## config.mk

```make
export PLATFORM = sky130hd
export DESIGN_NAME = cond_logic
export DESIGN_NICKNAME = d
export VERILOG_FILES = /design/src/rtl/cond_logic_pkg.sv /design/src/rtl/cond_logic_cond_check.sv /design/src/rtl/cond_logic.sv
export SDC_FILE = /design/constraint.sdc
export NUM_CORES = 1
export LEC_CHECK = 0
export ABC_AREA = 1
export BUFFER_PORTS_ARGS = -buffer_cell sky130_fd_sc_hd__buf_2
export CAP_MARGIN = 40
export CELL_PAD_IN_SITES_DETAIL_PLACEMENT = 0
export CELL_PAD_IN_SITES_GLOBAL_PLACEMENT = 1
export CORE_MARGIN = 4
export CORE_UTILIZATION = 25
export CTS_BUF_LIST = sky130_fd_sc_hd__clkbuf_16
export CTS_CLUSTER_DIAMETER = 60
export DETAILED_ROUTE_END_ITERATION = 8
export PLACE_DENSITY = 0.82
export SYNTH_ARGS = -nofsm -noshare
export SYNTH_HDL_FRONTEND = slang
export SYNTH_HIERARCHICAL = 1
export SYNTH_SLANG_ARGS = --single-unit
```

## constraint.sdc

```tcl
create_clock -name CLK -period 1.6 [get_ports CLK]
set_input_delay 0.08 -clock CLK [delete_from_list [all_inputs] [get_ports CLK]]
set_output_delay 0.08 -clock CLK [all_outputs]
set_load 0.02 [all_outputs]
```

## src/rtl/cond_logic_pkg.sv

```systemverilog
// rtl/cond_logic_pkg.sv - shared condition codes and flag bit positions
package cond_logic_pkg;

  localparam logic [3:0] COND_EQ = 4'h0;
  localparam logic [3:0] COND_NE = 4'h1;
  localparam logic [3:0] COND_CS = 4'h2;
  localparam logic [3:0] COND_CC = 4'h3;
  localparam logic [3:0] COND_MI = 4'h4;
  localparam logic [3:0] COND_PL = 4'h5;
  localparam logic [3:0] COND_VS = 4'h6;
  localparam logic [3:0] COND_VC = 4'h7;
  localparam logic [3:0] COND_HI = 4'h8;
  localparam logic [3:0] COND_LS = 4'h9;
  localparam logic [3:0] COND_GE = 4'hA;
  localparam logic [3:0] COND_LT = 4'hB;
  localparam logic [3:0] COND_GT = 4'hC;
  localparam logic [3:0] COND_LE = 4'hD;
  localparam logic [3:0] COND_AL = 4'hE;
  localparam logic [3:0] COND_NV = 4'hF;

  localparam int FLAG_N = 3;
  localparam int FLAG_Z = 2;
  localparam int FLAG_C = 1;
  localparam int FLAG_V = 0;

  localparam int FLAGW_NZ = 1;
  localparam int FLAGW_CV = 0;

endpackage

```

## src/rtl/cond_logic_cond_check.sv

```systemverilog
// rtl/cond_logic_cond_check.sv - combinational ARM condition evaluator
module cond_check
  import cond_logic_pkg::*;
(
  input  logic [3:0] cond,
  input  logic [3:0] flags,
  output logic       cond_ex
);

  logic n, z, c, v;

  always_comb begin
    n       = flags[FLAG_N];
    z       = flags[FLAG_Z];
    c       = flags[FLAG_C];
    v       = flags[FLAG_V];
    cond_ex = 1'b0;
    case (cond)
      COND_EQ: cond_ex = z;
      COND_NE: cond_ex = ~z;
      COND_CS: cond_ex = c;
      COND_CC: cond_ex = ~c;
      COND_MI: cond_ex = n;
      COND_PL: cond_ex = ~n;
      COND_VS: cond_ex = v;
      COND_VC: cond_ex = ~v;
      COND_HI: cond_ex = c & ~z;
      COND_LS: cond_ex = ~c | z;
      COND_GE: cond_ex = ~(n ^ v);
      COND_LT: cond_ex = n ^ v;
      COND_GT: cond_ex = ~z & ~(n ^ v);
      COND_LE: cond_ex = z | (n ^ v);
      COND_AL: cond_ex = 1'b1;
      // reserved encoding in ARMv3, treated as never
      COND_NV: cond_ex = 1'b0;
      default: cond_ex = 1'b0;
    endcase
  end

endmodule

```

## src/rtl/cond_logic.sv

```systemverilog
// rtl/cond_logic.sv - NZCV flag register and condition-gated write enables
module cond_logic
  import cond_logic_pkg::*;
#(
  parameter logic [3:0] FLAG_RESET = 4'b0000
) (
  input  logic       CLK,
  input  logic       RESET,
  input  logic       Stall,
  input  logic [3:0] Cond,
  input  logic [3:0] ALUFlags,
  input  logic [1:0] FlagW,
  input  logic       PCS,
  input  logic       RegW,
  input  logic       MemW,
  input  logic       NoWrite,
  output logic       PCSrc,
  output logic       RegWrite,
  output logic       MemWrite,
  output logic       CondEx,
  output logic [3:0] Flags
);

  logic [1:0] nz_q, nz_d;
  logic [1:0] cv_q, cv_d;
  logic       commit;

  assign Flags = {nz_q, cv_q};

  // evaluated against stored flags only, so no path back through the ALU
  cond_check u_cond_check (
    .cond    (Cond),
    .flags   (Flags),
    .cond_ex (CondEx)
  );

  always_comb begin
    commit   = CondEx & ~Stall;
    nz_d     = nz_q;
    cv_d     = cv_q;
    if (commit && FlagW[FLAGW_NZ]) nz_d = ALUFlags[FLAG_N:FLAG_Z];
    if (commit && FlagW[FLAGW_CV]) cv_d = ALUFlags[FLAG_C:FLAG_V];
    PCSrc    = PCS & commit;
    RegWrite = RegW & commit & ~NoWrite;
    MemWrite = MemW & commit;
  end

  always_ff @(posedge CLK or posedge RESET) begin
    if (RESET) begin
      nz_q <= FLAG_RESET[3:2];
      cv_q <= FLAG_RESET[1:0];
    end else begin
      nz_q <= nz_d;
      cv_q <= cv_d;
    end
  end

endmodule

```

==> impl_results.md <==
- Outcome: finished with violations
- Failing checks: negative setup slack
- Synth Area in Compound Gates: 8.284%
- Most frequent cells in the layout: nand2_1 (21), buf_2 (20), inv_1 (9)
- Routed Antenna Nets: 0
- Post-synthesis mux area share: 0%
- All-Layer GR Usage: 11.32%
- Synth warnings: 6
- Post-synthesis xor/xnor area fraction: 0%
- VDD IR max: 952.3 uV
- Number of global-route vias before repair: 537
- Reg2Reg Depth: 10
- First-pass GRT wire length: 2083 um
- Port Buf Inserts: 24
- Routed WL per cell: 10.65 um
- Multi-input logic area: 317.8 um^2
- Critical R2R Launch: nz_q[1]
- N_diodes: 0
- Sequential cell area: 102.6 um^2
- Total CTS buffers: 3
- Worst hold path type: in2reg
- FF-to-FF setup slack: 0.01 ns
- Worst-Margin Slew: 0.2053 ns
- H-tree levels: 1
- Unique masters post-synth: 14
- Largest net degree at the start of global routing: 9
- Commonest non-fill, non-tap cell in the layout: nand2_1
- Syn nets: 90
- Sequential area share after synthesis: 23.67%
- Clk root buf: clkbuf_16
- Worst-path maximum fanout: 4
- Setup ws final: -0.07513 ns
- Mapped Area: 422.9 um^2
- Overall die width: 49.13 um
- TritonCTS clock tree: yes
- Critical Path End Type: primary output
- Fin crit period: 1.675 ns
- Routed WL: 1321 um
- Vias: 586
- Clock skew: 0.001673 ns
- Deepest clock path buffer count: 2
- Max Freq: 597.0 MHz
- Pwr dens: 1732 nW/um^2
- CORE AREA: 1559 um^2
- Synth Instances: 73
- Layout cells sized above 1: 53.70%
- Worst setup path class: reg2out
- Top Ports: 25
- # DRC: 0
- Leakage: 0.4316 nW
- Endpoints failing setup: 4
- Hold Fails Final Rpt: 0
- Non-Filler Instances: 124
- Pre-antenna DRT Iters: 4
- Synth top area cells: dfrtp_1 (24%), nand2_1 (23%), nand3_1 (11%), inv_1 (8.0%), nand3_2 (7.1%)
- Filler instances: 167
- Clk sinks: 4
- Cell total after placement: 115
- RSZ-0062 raised after global routing: true
- Initial antenna violation count: 0
- Die Span Y: 49.13 um
- Clock Latency Late Sink: 0.23 ns
- Worst setup path end: RegWrite
- Fin crit share: 104.7%
- DRT iter0 DRCs: 10
- MaxCap Viol Count: 0
- Dpl hpwl: 935.9 um
- Synth Area in Adders: 0%
- Area Overhead vs Synth: 82.54%
- CP startpoint: nz_q[1]
- Final Max Tran Viols: 0
- Post-Synth Simple-Gate Area: 55.62%
- Final Core Density: 49.52%
- Avg Cell Area, Syn: 5.793 um^2
- CP required: 1.52 ns
- Die ar.: 2414 um^2
- Global route overflow: 0
- Synth Register Bits: 4
- Startpoint types: register
- Row count: 14
- Slew margin rel.: 86.30%
- Post-synth top area cell: dfrtp_1
- RePlAce Congestion: 0.8164
- Reg2reg end: cv_q[0]
- Initial Util: 27.13%
- Power, Total: 0.001337 W
- Main combinational cell family by area after synthesis: simple AND/OR/NAND/NOR gates
- Post-layout net count: 126
- Worst EP arrival: 1.60 ns
- Via/cell ratio: 4.726
- Clock-pin slew on the worst setup and hold paths: 0.03 ns
- Post-synth top area share: 23.67%
- Setup_tns: -0.2424 ns
-- repair_timing --
| item | in CTS | in global routing |
|---|---|---|
| pin swaps | 8 | 8 |
| hold endpoints to repair | 4 | 0 |
| hold buffers | 1 | 0 |
| endpoints found under the setup margin | 4 | 8 |
| resized for setup | 13 | 6 |
| buffers inserted | 4 | 0 |
-- power by group --
group	internal [W]	total (W)	switching, W
Sequential	0.000154	0.000215	0.0000609
Combinational	0.000316	0.000721	0.000405
Clock	0.000323	0.000402	0.0000783
Total	0.000793	0.00134	0.000544
-- state kept, by name, indices dropped and copies added (netlist names) --
name / count
nz_q: 2
cv_q: 2
-- layout make-up --
class	count	share of cell area [%]
Clock buffer	3	9.724
Clock inverter	1	0.4862
Inverter	12	5.835
Multi-Input combinational cell	56	41.17
Sequential cell	4	13.29
Tap cell	16	2.593
Timing Repair Buffer	32	26.90
-- synth_stat cells, drive strengths merged --
library cell   n
nand4          4
nand2         26
o211ai         2
nor2           8
buf            1
o21ai          3
inv           12
nand3         12
a21oi          1
dfrtp          4
-- worst min-delay path by stage --
stage,from,to,cells after the start
6_report,ALUFlags[3],nz_q[1],3
5_1_grt,ALUFlags[3],nz_q[1],3
4_1_cts,ALUFlags[2],nz_q[0],3
3_5_place_dp,RESET,nz_q[0],2
3_3_place_gp,RESET,cv_q[1],2
2_1_floorplan,RESET,cv_q[1],1
-- layer usage --
layer  share of wire [%]  up-vias  track usage (%)  wire (um)
met4                 2.0        0            8.531         27
met2                  46       33            17.63        611
met5                   0        -                0          0
met3                 9.9        4            4.587        131
li1                    -      306                -          -
met1                  42      243            12.13        551
-- metrics by stage --
| stage | setup WS (ns) | instance area (um^2) | hold slack [ns] |
|---|---|---|---|
| floorplan | -0.02079 | 432.9 | -0.1541 |
| global placement | 0.07458 | 588.1 | -0.03878 |
| detailed placement | 0.05967 | 588.1 | -0.03391 |
| CTS | -0.08442 | 745.7 | 0.1138 |
| global route | -0.1979 | 772.0 | 0.1154 |
| finish | -0.07513 | 772.0 | 0.1135 |
-- kinds of logic after synthesis --
| group | after synthesis |
|---|---|
| buf+inv | 13 |
| compound gates | 6 |
| simple gates | 50 |
| flops | 4 |
-- critical path: stages, from the launching register on --
cell	delay, ns
dfrtp_2	0.42
inv_2	0.09
nand2_2	0.06
nand2_2	0.08
nand3_2	0.06
nand2_1	0.06
nand2_1	0.07
nand3_2	0.07
nand2_2	0.07
nand3_4	0.08
nand3_2	0.08
nor2_2	0.10
buf_6	0.12
Note: power is estimated with default switching activity, not from simulation.
